## src/rtl/mem_apb_master_bridge_pkg.sv

```systemverilog
// Shared types for the data-side memory/APB bridge: FSM states, decode results
// and the latched APB request.
package mem_apb_pkg;

    localparam int REQ_AW = 32;
    localparam int REQ_DW = 32;
    localparam int REQ_SW = REQ_DW / 8;
    localparam int SEL_W  = 4;

    typedef enum logic [1:0] {
        ST_IDLE   = 2'd0,
        ST_SETUP  = 2'd1,
        ST_ACCESS = 2'd2,
        ST_DONE   = 2'd3
    } apb_state_e;

    typedef enum logic [1:0] {
        DEC_OCM = 2'd0,
        DEC_SLV = 2'd1,
        DEC_ERR = 2'd2
    } dec_res_e;

    typedef struct packed {
        logic [REQ_AW-1:0] addr;
        logic [REQ_DW-1:0] wdata;
        logic [REQ_SW-1:0] strb;
        logic              write;
        logic [SEL_W-1:0]  sel;
    } apb_req_t;

    function automatic logic [15:0] sel_onehot(input logic [SEL_W-1:0] idx);
        sel_onehot = 16'h0001 << idx;
    endfunction

endpackage

```

## src/rtl/mem_apb_master_bridge_if.sv

```systemverilog
// APB master-side bus bundle with one select/ready/error/read-data lane per slave.
interface mem_apb_master_bridge_if #(
    parameter int N_SLAVES = 4,
    parameter int APB_AW   = 32,
    parameter int APB_DW   = 32
);
    logic [APB_AW-1:0]          paddr;
    logic [N_SLAVES-1:0]        psel;
    logic                       penable;
    logic                       pwrite;
    logic [APB_DW-1:0]          pwdata;
    logic [APB_DW/8-1:0]        pstrb;
    logic [N_SLAVES*APB_DW-1:0] prdata;
    logic [N_SLAVES-1:0]        pready;
    logic [N_SLAVES-1:0]        pslverr;

    modport master (
        output paddr, psel, penable, pwrite, pwdata, pstrb,
        input  prdata, pready, pslverr
    );

    modport slave (
        input  paddr, psel, penable, pwrite, pwdata, pstrb,
        output prdata, pready, pslverr
    );
endinterface

```

## src/rtl/mem_apb_master_bridge_apb_addr_decoder.sv

```systemverilog
// Window decoder: OCM window first, then slave windows with the lowest index
// winning on overlap; anything else is a decode error.
module apb_addr_decoder
    import mem_apb_pkg::*;
#(
    parameter int                       XLEN     = 32,
    parameter int                       N_SLAVES = 4,
    parameter logic [XLEN-1:0]          OCM_BASE = 32'h0000_0000,
    parameter logic [XLEN-1:0]          OCM_SIZE = 32'h0001_0000,
    parameter logic [N_SLAVES*XLEN-1:0] SLV_BASE = '0,
    parameter logic [N_SLAVES*XLEN-1:0] SLV_SIZE = '0,
    parameter int                       IDX_W    = (N_SLAVES > 1) ? $clog2(N_SLAVES) : 1
) (
    input  logic [XLEN-1:0]  addr_i,
    output dec_res_e         res_o,
    output logic [IDX_W-1:0] idx_o,
    output logic [XLEN-1:0]  offset_o
);

    // Windows are power-of-two sized and aligned, so a masked compare suffices.
    function automatic logic win_hit(input logic [XLEN-1:0] a,
                                     input logic [XLEN-1:0] base,
                                     input logic [XLEN-1:0] size);
        win_hit = ((a & ~(size - XLEN'(1))) == base);
    endfunction

    // Priority decode; scanning high-to-low leaves the lowest hitting index.
    always_comb begin
        res_o    = DEC_ERR;
        idx_o    = '0;
        offset_o = '0;
        for (int i = N_SLAVES - 1; i >= 0; i--) begin
            res_o    = win_hit(addr_i, SLV_BASE[i*XLEN +: XLEN], SLV_SIZE[i*XLEN +: XLEN]) ? DEC_SLV : res_o;
            idx_o    = win_hit(addr_i, SLV_BASE[i*XLEN +: XLEN], SLV_SIZE[i*XLEN +: XLEN]) ? IDX_W'(i) : idx_o;
            offset_o = win_hit(addr_i, SLV_BASE[i*XLEN +: XLEN], SLV_SIZE[i*XLEN +: XLEN])
                       ? (addr_i - SLV_BASE[i*XLEN +: XLEN]) : offset_o;
        end
        if (win_hit(addr_i, OCM_BASE, OCM_SIZE)) begin
            res_o    = DEC_OCM;
            offset_o = addr_i - OCM_BASE;
        end else begin
            res_o    = res_o;
        end
    end

endmodule

```

## src/rtl/mem_apb_master_bridge.sv

```systemverilog
// Core data-port bridge: OCM window goes straight to the dcache, slave windows
// are served by an APB master FSM that stalls the core until completion.
module mem_apb_master_bridge
    import mem_apb_pkg::*;
#(
    parameter int                       XLEN     = 32,
    parameter int                       APB_AW   = 32,
    parameter int                       APB_DW   = 32,
    parameter int                       N_SLAVES = 4,
    parameter logic [XLEN-1:0]          OCM_BASE = 32'h0000_0000,
    parameter logic [XLEN-1:0]          OCM_SIZE = 32'h0001_0000,
    parameter logic [N_SLAVES*XLEN-1:0] SLV_BASE = {32'h1000_3000, 32'h1000_2000, 32'h1000_1000, 32'h1000_0000},
    parameter logic [N_SLAVES*XLEN-1:0] SLV_SIZE = {4{32'h0000_1000}},
    parameter int                       TIMEOUT  = 255
) (
    input  logic                core_clk_i,
    input  logic                core_reset_i,
    input  logic [XLEN-1:0]     mem_addr_i,
    input  logic                mem_read_en_i,
    input  logic                mem_write_en_i,
    input  logic [XLEN-1:0]     mem_write_data_i,
    input  logic [XLEN/8-1:0]   mem_wstrb_i,
    output logic [XLEN-1:0]     mem_read_data_o,
    output logic                mem_ready_o,
    output logic                mem_err_o,
    output logic [XLEN-1:0]     dcache_addr_o,
    output logic                dcache_read_en_o,
    output logic                dcache_write_en_o,
    output logic [XLEN-1:0]     dcache_write_data_o,
    input  logic [XLEN-1:0]     dcache_read_data_i,
    mem_apb_master_bridge_if.master m_apb
);

    localparam int IDX_W = (N_SLAVES > 1) ? $clog2(N_SLAVES) : 1;
    localparam int TW    = $clog2(TIMEOUT + 1);
    localparam int SW    = APB_DW / 8;
    localparam logic [TW-1:0] TMAX = TW'(TIMEOUT);

    apb_state_e       state_q, state_d;
    apb_req_t         req_q, req_d;
    logic [TW-1:0]    timer_q, timer_d;
    logic [XLEN-1:0]  rdata_q, rdata_d;
    logic             err_q, err_d;
    logic             ocm_rd_q;

    dec_res_e         dec_res_s;
    logic [IDX_W-1:0] dec_idx_s;
    logic [XLEN-1:0]  dec_off_s;
    logic [IDX_W-1:0] sel_idx_s;
    logic             req_s;
    logic             ocm_go_s;
    logic             sel_ready_s;
    logic             sel_slverr_s;
    logic [APB_DW-1:0] sel_prdata_s;

    apb_addr_decoder #(
        .XLEN     (XLEN),
        .N_SLAVES (N_SLAVES),
        .OCM_BASE (OCM_BASE),
        .OCM_SIZE (OCM_SIZE),
        .SLV_BASE (SLV_BASE),
        .SLV_SIZE (SLV_SIZE),
        .IDX_W    (IDX_W)
    ) u_dec (
        .addr_i   (mem_addr_i),
        .res_o    (dec_res_s),
        .idx_o    (dec_idx_s),
        .offset_o (dec_off_s)
    );

    assign req_s        = mem_read_en_i | mem_write_en_i;
    assign ocm_go_s     = (state_q == ST_IDLE) && req_s && (dec_res_s == DEC_OCM);
    assign sel_idx_s    = IDX_W'(req_q.sel);
    assign sel_ready_s  = m_apb.pready[sel_idx_s];
    assign sel_slverr_s = m_apb.pslverr[sel_idx_s];
    assign sel_prdata_s = m_apb.prdata[sel_idx_s*APB_DW +: APB_DW];

    // OCM requests pass straight through; the cache sees zeros otherwise.
    assign dcache_addr_o       = ocm_go_s ? mem_addr_i : '0;
    assign dcache_read_en_o    = ocm_go_s & mem_read_en_i & ~mem_write_en_i;
    assign dcache_write_en_o   = ocm_go_s & mem_write_en_i;
    assign dcache_write_data_o = (ocm_go_s & mem_write_en_i) ? mem_write_data_i : '0;

    assign m_apb.paddr   = APB_AW'(req_q.addr);
    assign m_apb.pwrite  = req_q.write;
    assign m_apb.pwdata  = APB_DW'(req_q.wdata);
    assign m_apb.pstrb   = SW'(req_q.strb);
    assign m_apb.penable = (state_q == ST_ACCESS);
    assign m_apb.psel    = ((state_q == ST_SETUP) || (state_q == ST_ACCESS))
                           ? N_SLAVES'(sel_onehot(req_q.sel)) : '0;

    assign mem_ready_o     = ocm_go_s | (state_q == ST_DONE);
    assign mem_err_o       = (state_q == ST_DONE) & err_q;
    assign mem_read_data_o = ocm_rd_q ? dcache_read_data_i
                           : ((state_q == ST_DONE) ? rdata_q : '0);

    // APB transfer sequencing: next state, latched request, timer and result.
    always_comb begin
        state_d = state_q;
        req_d   = req_q;
        timer_d = timer_q;
        rdata_d = rdata_q;
        err_d   = err_q;
        case (state_q)
            ST_IDLE: begin
                if (req_s && (dec_res_s == DEC_SLV)) begin
                    req_d.addr  = REQ_AW'(dec_off_s);
                    req_d.wdata = REQ_DW'(mem_write_data_i);
                    req_d.strb  = mem_write_en_i ? REQ_SW'(mem_wstrb_i) : '1;
                    req_d.write = mem_write_en_i;
                    req_d.sel   = SEL_W'(dec_idx_s);
                    timer_d     = '0;
                    state_d     = ST_SETUP;
                end else if (req_s && (dec_res_s == DEC_ERR)) begin
                    rdata_d = '0;
                    err_d   = 1'b1;
                    state_d = ST_DONE;
                end else begin
                    state_d = ST_IDLE;
                end
            end
            ST_SETUP: begin
                state_d = ST_ACCESS;
            end
            ST_ACCESS: begin
                if (sel_ready_s) begin
                    rdata_d = (req_q.write || sel_slverr_s) ? '0 : XLEN'(sel_prdata_s);
                    err_d   = sel_slverr_s;
                    state_d = ST_DONE;
                end else if (timer_q == TMAX) begin
                    rdata_d = '0;
                    err_d   = 1'b1;
                    state_d = ST_DONE;
                end else begin
                    timer_d = (timer_q == TMAX) ? timer_q : timer_q + TW'(1);
                end
            end
            ST_DONE: begin
                state_d = ST_IDLE;
            end
            default: begin
                state_d = ST_IDLE;
            end
        endcase
    end

    // State and datapath registers; reset abandons any transfer in flight.
    always_ff @(posedge core_clk_i or posedge core_reset_i) begin
        if (core_reset_i) begin
            state_q  <= ST_IDLE;
            req_q    <= '0;
            timer_q  <= '0;
            rdata_q  <= '0;
            err_q    <= 1'b0;
            ocm_rd_q <= 1'b0;
        end else begin
            state_q  <= state_d;
            req_q    <= req_d;
            timer_q  <= timer_d;
            rdata_q  <= rdata_d;
            err_q    <= err_d;
            ocm_rd_q <= ocm_go_s & mem_read_en_i & ~mem_write_en_i;
        end
    end

endmodule

```

## src/flat_wrapper.sv

```systemverilog
// flat-port wrapper written by rule: the top's interface ports become plain ports
module mem_apb_master_bridge_flat import mem_apb_pkg::*;
#(
    parameter int                       XLEN     = 32,
    parameter int                       APB_AW   = 32,
    parameter int                       APB_DW   = 32,
    parameter int                       N_SLAVES = 4,
    parameter logic [XLEN-1:0]          OCM_BASE = 32'h0000_0000,
    parameter logic [XLEN-1:0]          OCM_SIZE = 32'h0001_0000,
    parameter logic [N_SLAVES*XLEN-1:0] SLV_BASE = {32'h1000_3000, 32'h1000_2000, 32'h1000_1000, 32'h1000_0000},
    parameter logic [N_SLAVES*XLEN-1:0] SLV_SIZE = {4{32'h0000_1000}},
    parameter int                       TIMEOUT  = 255
)
  (core_clk_i, core_reset_i, mem_addr_i, mem_read_en_i, mem_write_en_i, mem_write_data_i, mem_wstrb_i, mem_read_data_o, mem_ready_o, mem_err_o, dcache_addr_o, dcache_read_en_o, dcache_write_en_o, dcache_write_data_o, dcache_read_data_i, m_apb_paddr, m_apb_psel, m_apb_penable, m_apb_pwrite, m_apb_pwdata, m_apb_pstrb, m_apb_prdata, m_apb_pready, m_apb_pslverr);
  mem_apb_master_bridge_if #(.N_SLAVES(N_SLAVES), .APB_AW(APB_AW), .APB_DW(APB_DW)) m_apb_i ();
  input  logic core_clk_i;
  input  logic core_reset_i;
  input  logic [XLEN-1:0] mem_addr_i;
  input  logic mem_read_en_i;
  input  logic mem_write_en_i;
  input  logic [XLEN-1:0] mem_write_data_i;
  input  logic [XLEN/8-1:0] mem_wstrb_i;
  output logic [XLEN-1:0] mem_read_data_o;
  output logic mem_ready_o;
  output logic mem_err_o;
  output logic [XLEN-1:0] dcache_addr_o;
  output logic dcache_read_en_o;
  output logic dcache_write_en_o;
  output logic [XLEN-1:0] dcache_write_data_o;
  input  logic [XLEN-1:0] dcache_read_data_i;
  output wire logic [$bits(m_apb_i.paddr)-1:0] m_apb_paddr;
  output wire logic [$bits(m_apb_i.psel)-1:0] m_apb_psel;
  output wire logic [$bits(m_apb_i.penable)-1:0] m_apb_penable;
  output wire logic [$bits(m_apb_i.pwrite)-1:0] m_apb_pwrite;
  output wire logic [$bits(m_apb_i.pwdata)-1:0] m_apb_pwdata;
  output wire logic [$bits(m_apb_i.pstrb)-1:0] m_apb_pstrb;
  input wire logic [$bits(m_apb_i.prdata)-1:0] m_apb_prdata;
  input wire logic [$bits(m_apb_i.pready)-1:0] m_apb_pready;
  input wire logic [$bits(m_apb_i.pslverr)-1:0] m_apb_pslverr;
  assign m_apb_paddr = m_apb_i.paddr;
  assign m_apb_psel = m_apb_i.psel;
  assign m_apb_penable = m_apb_i.penable;
  assign m_apb_pwrite = m_apb_i.pwrite;
  assign m_apb_pwdata = m_apb_i.pwdata;
  assign m_apb_pstrb = m_apb_i.pstrb;
  assign m_apb_i.prdata = m_apb_prdata;
  assign m_apb_i.pready = m_apb_pready;
  assign m_apb_i.pslverr = m_apb_pslverr;
  mem_apb_master_bridge #(.XLEN(XLEN), .APB_AW(APB_AW), .APB_DW(APB_DW), .N_SLAVES(N_SLAVES), .OCM_BASE(OCM_BASE), .OCM_SIZE(OCM_SIZE), .SLV_BASE(SLV_BASE), .SLV_SIZE(SLV_SIZE), .TIMEOUT(TIMEOUT)) u_core (.core_clk_i(core_clk_i), .core_reset_i(core_reset_i), .mem_addr_i(mem_addr_i), .mem_read_en_i(mem_read_en_i), .mem_write_en_i(mem_write_en_i), .mem_write_data_i(mem_write_data_i), .mem_wstrb_i(mem_wstrb_i), .mem_read_data_o(mem_read_data_o), .mem_ready_o(mem_ready_o), .mem_err_o(mem_err_o), .dcache_addr_o(dcache_addr_o), .dcache_read_en_o(dcache_read_en_o), .dcache_write_en_o(dcache_write_en_o), .dcache_write_data_o(dcache_write_data_o), .dcache_read_data_i(dcache_read_data_i), .m_apb(m_apb_i));
endmodule
```

## config.mk

```make
export PLATFORM = sky130hd
export DESIGN_NAME = mem_apb_master_bridge_flat
export DESIGN_NICKNAME = d
export VERILOG_FILES = /design/src/rtl/mem_apb_master_bridge_pkg.sv /design/src/rtl/mem_apb_master_bridge_if.sv /design/src/rtl/mem_apb_master_bridge_apb_addr_decoder.sv /design/src/rtl/mem_apb_master_bridge.sv /design/src/flat_wrapper.sv
export SDC_FILE = /design/constraint.sdc
export NUM_CORES = 1
export LEC_CHECK = 0
export BUFFER_PORTS_ARGS = -buffer_cell sky130_fd_sc_hd__buf_2
export CAP_MARGIN = 20
export CORE_AREA = 2 2 161 163
export DETAILED_ROUTE_END_ITERATION = 10
export DIE_AREA = 0 0 163 165
export PLACE_DENSITY_LB_ADDON = 0.15
export SLEW_MARGIN = 15
export SYNTH_ARGS = -nofsm -noshare
export SYNTH_HDL_FRONTEND = slang
export SYNTH_HIERARCHICAL = 1
export SYNTH_SLANG_ARGS = --single-unit
```

## constraint.sdc

```tcl
create_clock -name core_clk_i -period 4.74 [get_ports core_clk_i]
set_clock_uncertainty 0.15 [all_clocks]
set_input_delay 0.948 -clock core_clk_i [delete_from_list [all_inputs] [get_ports core_clk_i]]
set_output_delay 0.948 -clock core_clk_i [all_outputs]
set_load 0.005 [all_outputs]
```

==> run summary, run 1 <==
Worst setup SP type -> input pin
Num CTS Buffers -> 17
Critical path data arrival time -> 3.51 ns
Vias -> 7458
Syn_area_per_cell -> 9.891 µm²
Vias/cell -> 4.969
Initial Utilization -> 32.87%
Reg clk slew, reported paths -> 0.05 ns
Commonest non-fill, non-tap cells in the layout -> buf_2, dfrtp_1, nand2_1
Placed Area -> 0.01015 mm²
Relative slew slack -> 41.24%
Clk buf depth -> 2
Mapped Cells -> 832
WP data required -> 3.64 ns
Vias in the first global route -> 7340
Tot GR Track Use -> 18.79%
Routed length per instance -> 17.40 µm
Worst path cell trace -> buf_2, or4_4, nor2_8, and4_1, nand2_1, nor2_1, o21ba_2, and3b_2, buf_12, or2_2, buf_2
Setup bufs post-CTS -> 0
Initial antenna violation count -> 0
RePlAce Congestion -> 0.8517
Worst VDD drop -> 0.0002242 V
Worst Hold Class -> register to register
CTS tree -> yes
Pwr/cell area -> 300.1 mW/mm²
Post-Syn Nets -> 1087
Leakage power -> 5.881 nW
Period minus WS final -> 4.610 ns
Clock root cell -> clkbuf_16
Final wirelength -> 26120 µm
Fin crit share -> 97.27%
Slowest Stage Delay on Critical Path -> 0.63 ns
Crit path max fanout -> 66
Layout cells sized above 1 -> 45.60%
Diode count -> 0
Yosys warns -> 6
Placeable Area -> 0.02504 mm²
FP Rows -> 58
Fin. max-slew vios -> 0
Die area -> 0.02690 mm²
Worst-margin pin slew -> 0.8814 ns
Largest net degree at the start of global routing -> 69
H-tree depth -> 4
Most frequent cell on the critical path -> buf_2
Die Y -> 165 µm
Post-synth EDFFs -> 0
Asr flop ratio synth -> 100.0%
Max frequency -> 0.2169 GHz
Area grow syn2layout -> 30.44%
Drt first-iter violations -> 352
Synth Cell Area -> 0.008229 mm²
Synth cell types -> 70
Commonest non-fill, non-tap cell in the layout -> buf_2
CTS Hold Bufs -> 0
TNS Setup -> 0 ns
CTS resizes -> 0
Port Buf Inserts -> 413
Final hold viol count -> 0
Die span in x -> 163 µm
Seq/Total Area, Yosys -> 34.97%
Run status -> finished clean
FF+latch count, synth -> 115
Grt total ovfl -> 0
CTS sink cnt -> 115
RSZ-0062 raised after global routing -> false
Nets -> 1413
DR DRC count -> 0
Drt pass-1 iters -> 5
CP endpoint kind -> output port
Setup violators final -> 0
CP Class -> input pin to output port
Final ANT Viol Nets -> 0
Worst-Skew Late Latency -> 0.41 ns
Design Area, Final -> 0.01073 mm²
CP max stage cell -> or4_4
Max Cap Viol -> 0
First-pass GRT wire length -> 39390 µm
Post-DP HPWL -> 19880 µm
I/O pins -> 414
Synth Flop Type -> dfrtp_1
worst max-delay path: cells and delay by family:
kind	cells	cell delay, ns
buffers and inverters	3	0.41
AOI/OAI and AO/OA	1	0.21
and+or+nand+nor	7	1.88
area by class of cell:
class,instances,area (µm²)
Fill cell,2550,14300
Multi-Input combinational cell,537,4390
Sequential cell,115,2880
Timing Repair Buffer,441,2315
Clock buffer,17,425.4
Tap cell,330,412.9
Inverter,46,175.2
Clock inverter,15,135.1
Yosys cell counts (all sizes together) (2+ instances only):
master / number / share of area [%]
dfrtp: 115 / 35
buf: 88 / 7.7
nand2: 86 / 3.9
mux2: 72 / 9.9
o31ai: 65 / 5.9
and2: 48 / 3.6
clkbuf: 46 / 2.1
inv: 46 / 2.1
o21ai: 41 / 2.5
and3: 36 / 2.7
mux4: 34 / 9.3
ha: 15 / 2.3
a31oi: 13 / 0.99
nor2: 13 / 0.88
nor2b: 13 / 0.99
nor3: 12 / 0.87
a21oi: 10 / 0.84
a2111oi: 6 / 0.90
nand3: 6 / 0.43
nand4: 6 / 0.64
nand2b: 5 / 0.38
nor4: 5 / 0.56
a21o: 4 / 0.36
or4: 4 / 0.46
a211o: 3 / 0.32
and3b: 3 / 0.32
xnor2: 3 / 0.32
a211oi: 2 / 0.18
a21boi: 2 / 0.18
a311oi: 2 / 0.29
a41oi: 2 / 0.21
and4: 2 / 0.21
mux2i: 2 / 0.24
nor3b: 2 / 0.18
or2: 2 / 0.15
or3: 2 / 0.15
xor2: 2 / 0.21
sequential cells by signal (all words and copies together) (netlist names):
| signal | flops |
|---|---|
| u_core/timer_q | 8 |
| u_core/m_apb.paddr | 32 |
| u_core/m_apb.pstrb | 4 |
| u_core/state_q | 2 |
| u_core/m_apb.pwdata | 32 |
| u_core/req_q | 2 |
| u_core/ocm_rd_q | 1 |
| u_core/err_q | 1 |
| u_core/m_apb.pwrite | 1 |
| u_core/rdata_q | 32 |
kinds of logic (layout without fill, tap and decap cells):
family	after synthesis	in the layout	synth area share, %
buffers and inverters	180	519	11.94
multiplexers	108	108	19.40
AND/OR/NAND/NOR	249	249	17.14
flip-flops	115	115	34.97
XOR/XNOR	5	5	0.5323
adder cells (fa/ha/maj)	15	15	2.281
AO/OA/AOI/OAI	160	160	13.75
report_power, final:
part	total, mW	internal, mW	switching (mW)
Combinational	0.889	0.324	0.565
Clock	1.22	0.723	0.493
Sequential	1.12	1.07	0.0505
path summary, 6_finish.rpt:
| check | from | end | slack, ns | depth (start not counted) |
|---|---|---|---|---|
| max | mem_addr_i[19] | mem_ready_o | 0.13 | 11 |
| min | u_core/m_apb.pstrb[0]$_DFFE_PP0P_ | u_core/m_apb.pstrb[0]$_DFFE_PP0P_ | 0.33 | 2 |
| max reg2reg | u_core/state_q[0]$_DFFE_PP0P_ | u_core/rdata_q[9]$_DFFE_PP0P_ | 2.02 | 7 |
| min reg2reg | u_core/m_apb.pstrb[0]$_DFFE_PP0P_ | u_core/m_apb.pstrb[0]$_DFFE_PP0P_ | 0.33 | 2 |
| max in group asynchronous | core_reset_i | u_core/rdata_q[4]$_DFFE_PP0P_ | 3.10 | 3 |
| min in group asynchronous | core_reset_i | u_core/m_apb.pwdata[10]$_DFFE_PP0P_ | 0.51 | 2 |
layer usage:
layer	part of all wire, %	up-vias	GRT usage (%)
met4	1.9	0	5.430
met1	41	3551	23.27
met3	7.0	29	4.345
li1	-	3571	-
met5	0	-	0
met2	50	307	32.70
through the flow:
| step | power (mW) | util (%) | setup slack [ns] | instances | hold slack, ns |
|---|---|---|---|---|---|
| after floorplan | 1.699 | - | 0.4034 | 832 | 0.3064 |
| after global placement | 2.033 | 40.55 | 0.2485 | 1468 | 0.3151 |
| after detailed placement | 2.029 | 40.55 | 0.2031 | 1468 | 0.3226 |
| after CTS | 3.273 | 42.79 | 0.2061 | 1500 | 0.3351 |
| after global routing | 3.412 | 42.87 | 0.05869 | 1501 | 0.3456 |
| final | 3.222 | 42.87 | 0.1296 | 1501 | 0.3290 |
Power figures use the tool's default switching activity.
==> run 2, diff against run 1 <==
--- a/config.mk
+++ b/config.mk
@@ -8,11 +8,14 @@
 export BUFFER_PORTS_ARGS = -buffer_cell sky130_fd_sc_hd__buf_2
 export CAP_MARGIN = 20
 export CORE_AREA = 2 2 161 163
+export CTS_BUF_LIST = sky130_fd_sc_hd__clkbuf_8
 export DETAILED_ROUTE_END_ITERATION = 10
 export DIE_AREA = 0 0 163 165
 export PLACE_DENSITY_LB_ADDON = 0.15
+export RECOVER_POWER = 100
 export SLEW_MARGIN = 15
 export SYNTH_ARGS = -nofsm -noshare
 export SYNTH_HDL_FRONTEND = slang
 export SYNTH_HIERARCHICAL = 1
 export SYNTH_SLANG_ARGS = --single-unit
+export TNS_END_PERCENT = 20
==> run 2 against run 1 <==
Effect of this change: die area stayed put; power is 12% lower; register-to-register slack worse by 0.37 ns; sequential power hardly changed; combinational power is 2.9% lower; via count stayed put; critical endpoint unchanged; highest routed layer unchanged; the run now ends with capacitance limit, slew limit left; sequential cell count stayed put; non-clock buffer count stayed put.
==> run summary, run 2 (synthesis gave the netlist of run 1 again) <==
Drt pass-1 iters -> 7 (+2)
RePlAce Congestion -> 0.8517 (unchanged)
Vias -> 7458 (unchanged)
Largest net degree at the start of global routing -> 69 (unchanged)
DR DRC count -> 0 (unchanged)
WL met3 -> 1635 µm (-11%)
CTS sink cnt -> 115 (unchanged)
Leakage power -> 5.233 nW (-11%)
Worst VDD drop -> 0.0002139 V (-4.6%)
WL met1 -> 10990 µm (+1.4%)
Fin. max-slew vios -> 118 (+118)
Vias/cell -> 4.969 (unchanged)
Fin crit share -> 95.05% (-2.2 points)
TNS Setup -> 0 ns (unchanged)
Setup violators final -> 0 (unchanged)
Period minus WS final -> 4.505 ns (-0.1050 ns)
Clock root cell -> clkbuf_8
Layout cells sized above 1 -> 34.50% (-11 points)
Initial Utilization -> 32.87% (unchanged)
Final ANT Viol Nets -> 0 (unchanged)
Failing checks -> capacitance limit, slew limit
Worst-Skew Late Latency -> 0.43 ns (+0.02 ns)
Tot GR Track Use -> 18.80% (about the same)
Vias in the first global route -> 7341 (+0.014%)
Net switching power -> 1.064 mW (-4.0%)
Design Area, Final -> 0.01033 mm² (-3.8%)
CTS Hold Bufs -> 0 (unchanged)
Area grow syn2layout -> 25.53%
Grt total ovfl -> 0 (unchanged)
Diode count -> 0 (unchanged)
Final wirelength -> 26250 µm (+0.49%)
RSZ-0062 raised after global routing -> false
Nets -> 1413 (unchanged)
Seq pwr share -> 39.2% (+4.5 points)
H-tree depth -> 4 (unchanged)
Switching Share -> 37.43% (+3.0 points)
Initial antenna violation count -> 0 (unchanged)
Met2 Wirelength -> 13100 µm (+1.2%)
Worst Hold Class -> register to register
Clk buf depth -> 2 (unchanged)
CTS tree -> yes
Setup bufs post-CTS -> 0 (unchanged)
WP data required -> 3.64 ns (about the same)
Max Cap Viol -> 2 (+2)
Placeable Area -> 0.02504 mm² (unchanged)
I/O pins -> 414 (unchanged)
Crit path max fanout -> 66 (unchanged)
Pwr/cell area -> 275.3 mW/mm² (-8.3%)
Port Buf Inserts -> 413 (unchanged)
Combinational group share of total power -> 30.3% (+2.7 points)
Power Internal -> 1.780 mW (-16%)
Worst-margin pin slew -> 2.615 ns (+1.733 ns)
Critical path data arrival time -> 3.41 ns (-0.10 ns)
Relative slew slack -> -75.29% (-120 points)
Post-DP HPWL -> 19880 µm (unchanged)
Max frequency -> 0.2220 GHz (+2.3%)
Die Y -> 165 µm (unchanged)
CTS resizes -> 0 (unchanged)
Commonest non-fill, non-tap cell in the layout -> buf_2
Placed Area -> 0.01015 mm² (unchanged)
Drt first-iter violations -> 350 (-0.57%)
Num CTS Buffers -> 17 (unchanged)
Uppermost layer routed -> met4
Commonest non-fill, non-tap cells in the layout -> buf_2, clkbuf_1, dfrtp_1
Die span in x -> 163 µm (unchanged)
Die area -> 0.02690 mm² (unchanged)
FP Rows -> 58 (unchanged)
First-pass GRT wire length -> 39500 µm (+0.26%)
CP endpoint kind -> output port
CP Class -> input pin to output port
Clock share of power -> 30.5% (-7.3 points)
Worst setup SP type -> input pin
Final hold viol count -> 0 (unchanged)
Reg clk slew, reported paths -> 0.07 ns (+0.02 ns)
Routed length per instance -> 17.49 µm (+0.49%)
Run status -> complete, but fails checks
run 2: cell types whose count changed in the layout (fill, tap and decap cells not counted), sizes merged:
cell / delta
clkinvlp: +1
buf: -124
inv: -1
clkbuf: +124
run 2: worst max-delay path: stages:
cell,delay (ns)
clkbuf_1,0.09
or4_4,0.63
nor2_8,0.14
and4_1,0.21
nand2_1,0.15
nor2_1,0.19
o21ba_1,0.21
and3b_1,0.23
buf_12,0.20
or2_2,0.29
clkbuf_1,0.11
run 2: power groups by stage:
stage,sequential (mW),clock (mW),combinational [mW]
final,1.12,0.866,0.863
after global routing,1.13,0.948,0.955
after CTS,1.11,0.904,0.900
after detailed placement,1.13,0,0.895
after global placement,1.13,0,0.902
after floorplan,1.12,0,0.579
run 2: path summary, 6_finish.rpt:
path                                                   start                                   to  slack, ns  cells after the start
hold reg to reg            u_core/m_apb.pstrb[2]$_DFFE_PP0P_    u_core/m_apb.pstrb[2]$_DFFE_PP0P_       0.33                      2
setup / recovery                              mem_addr_i[19]                          mem_ready_o       0.23                     11
setup reg to reg               u_core/state_q[0]$_DFFE_PP0P_  u_core/m_apb.pwdata[22]$_DFFE_PP0P_       1.65                      5
hold / removal             u_core/m_apb.pstrb[2]$_DFFE_PP0P_    u_core/m_apb.pstrb[2]$_DFFE_PP0P_       0.33                      2
min in group asynchronous                       core_reset_i  u_core/m_apb.pwdata[10]$_DFFE_PP0P_       1.06                      2
max in group asynchronous                       core_reset_i          u_core/req_q[1]$_DFFE_PP0P_       0.80                      3
run 2: cell type report:
type	count	area (µm²)
clock buffers	17	234.0
inverters	46	173.9
clock inverters	15	135.1
multi-input cells	537	4375
fillers	2644	14710
flip-flops and latches	115	2879
well taps	330	412.9
repair buffers	441	2120
run 2: metrics by stage:
step	hold slack (ns)	util [%]	worst slack [ns]	std cells	total power, mW
2_1_floorplan	0.3064	-	0.4034	832	1.699
3_3_place_gp	0.3151	40.55	0.2485	1468	2.033
6_report	0.3305	41.26	0.2346	1501	2.844
5_1_grt	0.3526	41.26	0.06968	1501	3.030
3_5_place_dp	0.3226	40.55	0.2031	1468	2.029
4_1_cts	0.3392	42.03	0.2061	1500	2.918
run 2: metal layers:
metal | GRT usage, % | vias up
met5 | 0 | -
met4 | 5.270 | 0
met3 | 3.918 | 25
met2 | 32.92 | 284
met1 | 23.44 | 3574
li1 | - | 3575
==> run 3, diff against run 2 <==
--- a/config.mk
+++ b/config.mk
@@ -7,15 +7,14 @@
 export LEC_CHECK = 0
 export BUFFER_PORTS_ARGS = -buffer_cell sky130_fd_sc_hd__buf_2
 export CAP_MARGIN = 20
-export CORE_AREA = 2 2 161 163
+export CORE_AREA = 2 2 163 165
 export CTS_BUF_LIST = sky130_fd_sc_hd__clkbuf_8
 export DETAILED_ROUTE_END_ITERATION = 10
-export DIE_AREA = 0 0 163 165
+export DIE_AREA = 0 0 165 167
 export PLACE_DENSITY_LB_ADDON = 0.15
 export RECOVER_POWER = 100
 export SLEW_MARGIN = 15
 export SYNTH_ARGS = -nofsm -noshare
 export SYNTH_HDL_FRONTEND = slang
-export SYNTH_HIERARCHICAL = 1
 export SYNTH_SLANG_ARGS = --single-unit
 export TNS_END_PERCENT = 20
==> run 3 against run 2 <==
Effect of this change: the run still ends with capacitance limit, slew limit left; worst setup slack better by 0.21 ns; global-route usage fell by 0.52 points; clock power up 13%; combinational power down 10%; via count decreased by 7.4%; utilization fell by 4.4 points; hold slack lost 0.020 ns; area after synthesis fell by 9.2%; largest cell class unchanged; highest routed layer unchanged.
==> run summary, run 3 <==
Drt pass-1 iters -> 4 (-3)
Period minus WS final -> 4.300 ns (-0.2057 ns)
Post-synth EDFFs -> 0 (unchanged)
Tot GR Track Use -> 18.28% (-0.52 points)
Clock root cell -> clkbuf_8
Max frequency -> 0.2326 GHz (+4.8%)
CTS tree -> yes
Vias/cell -> 4.642 (-6.6%)
Worst R2R Path Depth -> 8 (+3)
Synth cell types -> 58 (-17%)
Yosys warns -> 0 (-6)
Max Cap Viol -> 2 (unchanged)
Die Y -> 167 µm (+1.2%)
Synth Cell Area -> 0.007470 mm² (-9.2%)
Crit path max fanout -> 10 (-85%)
Synth cell count leaders -> nand2_1, dfrtp_1, buf_4
Worst min-delay path endpoint -> u_core.m_apb.pwdata[8]$_DFFE_PP0P_
Design Area, Final -> 0.009492 mm² (-8.1%)
Pwr/cell area -> 313.1 mW/mm² (+14%)
WP data required -> 3.64 ns (about the same)
Leakage power -> 4.856 nW (-7.2%)
Commonest non-fill, non-tap cell in the layout -> buf_2
CP endpoint kind -> output port
Top cell type's share of synthesized area -> 38.53% (+3.6 points)
Placeable Area -> 0.02576 mm² (+2.9%)
Worst-Skew Late Latency -> 0.44 ns (about the same)
CTS sink cnt -> 115 (unchanged)
CTS Hold Bufs -> 0 (unchanged)
Die span in x -> 165 µm (+1.2%)
Worst r2r src -> u_core.state_q[0]$_DFFE_PP0N_
FP Rows -> 59 (+1.7%)
Vias in the first global route -> 6747 (-8.1%)
Setup violators final -> 0 (unchanged)
Critical path data arrival time -> 3.20 ns (-0.21 ns)
Grt total ovfl -> 0 (unchanged)
I/O pins -> 414 (unchanged)
Die area -> 0.02756 mm² (+2.5%)
# fillers -> 2781 (+5.2%)
Reg-to-reg endpoint -> u_core.timer_q[3]$_DFFE_PP0P_
Fin crit share -> 90.71% (-4.3 points)
FF+latch count, synth -> 115 (unchanged)
First-pass GRT wire length -> 38540 µm (-2.4%)
H-tree depth -> 4 (unchanged)
Worst VDD drop -> 0.0001710 V (-20%)
Final ANT Viol Nets -> 0 (unchanged)
Syn_area_per_cell -> 9.010 µm² (-8.9%)
Run status -> complete, but fails checks
Layout cells sized above 1 -> 33.01% (-1.5 points)
Final wirelength -> 25490 µm (-2.9%)
Commonest non-fill, non-tap cells in the layout -> buf_2, nand2_1, clkbuf_1, dfrtp_1, o21ai_0
Seq/Total Area, Yosys -> 38.53% (+3.6 points)
Initial Utilization -> 28.99% (-3.9 points)
RePlAce Congestion -> 0.8636 (+1.4%)
Routed length per instance -> 17.13 µm (-2.0%)
Initial antenna violation count -> 2 (+2)
Flop2flop setup slack -> 1.49 ns (-0.16 ns)
DR DRC count -> 0 (unchanged)
Top cells by area, synth -> dfrtp_1, nand2_1, mux4_2
Drt first-iter violations -> 376 (+7.4%)
Fin. max-slew vios -> 181 (+53%)
Min Hold Slack -> 0.3105 ns (-0.01998 ns)
Largest net degree at the start of global routing -> 116 (+68%)
Vias -> 6907 (-7.4%)
Final hold viol count -> 0 (unchanged)
Most common cell in the netlist -> nand2_1
Post-DP HPWL -> 19540 µm (-1.7%)
Worst-margin pin slew -> 2.933 ns (+0.3185 ns)
Area grow syn2layout -> 27.07%
Clk buf depth -> 2 (unchanged)
Worst Hold Path Cells -> 2 (unchanged)
CP Class -> input pin to output port
CTS resizes -> 0 (unchanged)
Port Buf Inserts -> 399 (-3.4%)
Mapped Cells -> 829 (-0.36%)
Leading area contributor after synthesis -> dfrtp_1
RSZ-0062 raised after global routing -> false
Setup bufs post-CTS -> 0 (unchanged)
TNS Setup -> 0 ns (unchanged)
Worst setup SP type -> input pin
Asr flop ratio synth -> 100.0% (unchanged)
Reg clk slew, reported paths -> 0.08 ns (about the same)
Nets -> 1393 (-1.4%)
HP Start -> u_core.m_apb.pwdata[8]$_DFFE_PP0P_
Placed Area -> 0.009244 mm² (-9.0%)
Relative slew slack -> -95.56% (-20 points)
Failing checks -> capacitance limit, slew limit
Worst Hold Class -> register to register
Synth Flop Type -> dfrtp_1
Num CTS Buffers -> 17 (unchanged)
run 3: worst max-delay path by stage:
| stage | slack [ns] | end | cells past startpoint | startpoint |
|---|---|---|---|---|
| global route | 0.26 | dcache_addr_o[14] | 10 | mem_addr_i[28] |
| CTS | 0.65 | dcache_write_data_o[9] | 10 | mem_addr_i[28] |
| detailed placement | 0.65 | dcache_write_data_o[9] | 8 | mem_addr_i[27] |
| global placement | 0.67 | dcache_write_data_o[15] | 8 | mem_addr_i[27] |
| floorplan | 0.60 | u_core.err_q$_DFFE_PP0P_ | 1 | core_reset_i |
| finish | 0.44 | dcache_addr_o[28] | 10 | mem_addr_i[28] |
run 3: cell type report:
cell class	instances	area, µm²	area share [%]
inverters	17	65.06	0.6855
well taps	335	419.2	4.416
clock buffers	18	247.7	2.610
flip-flops and latches	115	2879	30.33
diodes	2	5.005	0.05273
clock inverters	14	178.9	1.885
multi-input cells	573	3729	39.28
repair buffers	414	1968	20.74
run 3: report_power, final:
part	total, mW	switching (mW)	internal (mW)
clock network	0.982	0.442	0.539
logic	0.776	0.449	0.327
registers	1.21	0.0963	1.12
total	2.97	0.988	1.98
run 3: kinds of logic after synthesis:
kind of cell | Yosys count | synth area share (%)
AO/OA/AOI/OAI | 133 | 12.30
adder cells (fa/ha/maj) | 15 | 2.513
XOR/XNOR | 5 | 0.5864
flip-flops | 115 | 38.53
multiplexers | 39 | 10.95
buffers and inverters | 154 | 12.14
AND/OR/NAND/NOR | 367 | 22.93
other | 1 | 0.05020
run 3: metal layers:
layer | vias to the layer above | wire [µm] | track usage, %
met4 | 0 | 460 | 5.520
li1 | 3369 | - | -
met2 | 230 | 12630 | 31.45
met3 | 28 | 1472 | 3.587
met1 | 3280 | 10930 | 23.02
met5 | - | 0 | 0
run 3: critical path, stage by stage:
cell	delay [ns]
clkbuf_1	0.22
inv_1	0.20
ha_1	0.16
or3b_2	0.45
nor4_1	0.23
clkbuf_1	0.24
nor2b_1	0.19
clkbuf_1	0.28
and2_1	0.17
clkbuf_1	0.11
run 3: through the flow:
stage	power (mW)	util, %	setup WS, ns	std cells
after floorplan	1.711	-	0.5979	842
after global placement	2.022	35.88	0.6737	1454
after detailed placement	2.029	35.88	0.6541	1454
after CTS	3.037	37.54	0.6485	1486
after global routing	3.177	36.84	0.2615	1488
final	2.972	36.84	0.4403	1488
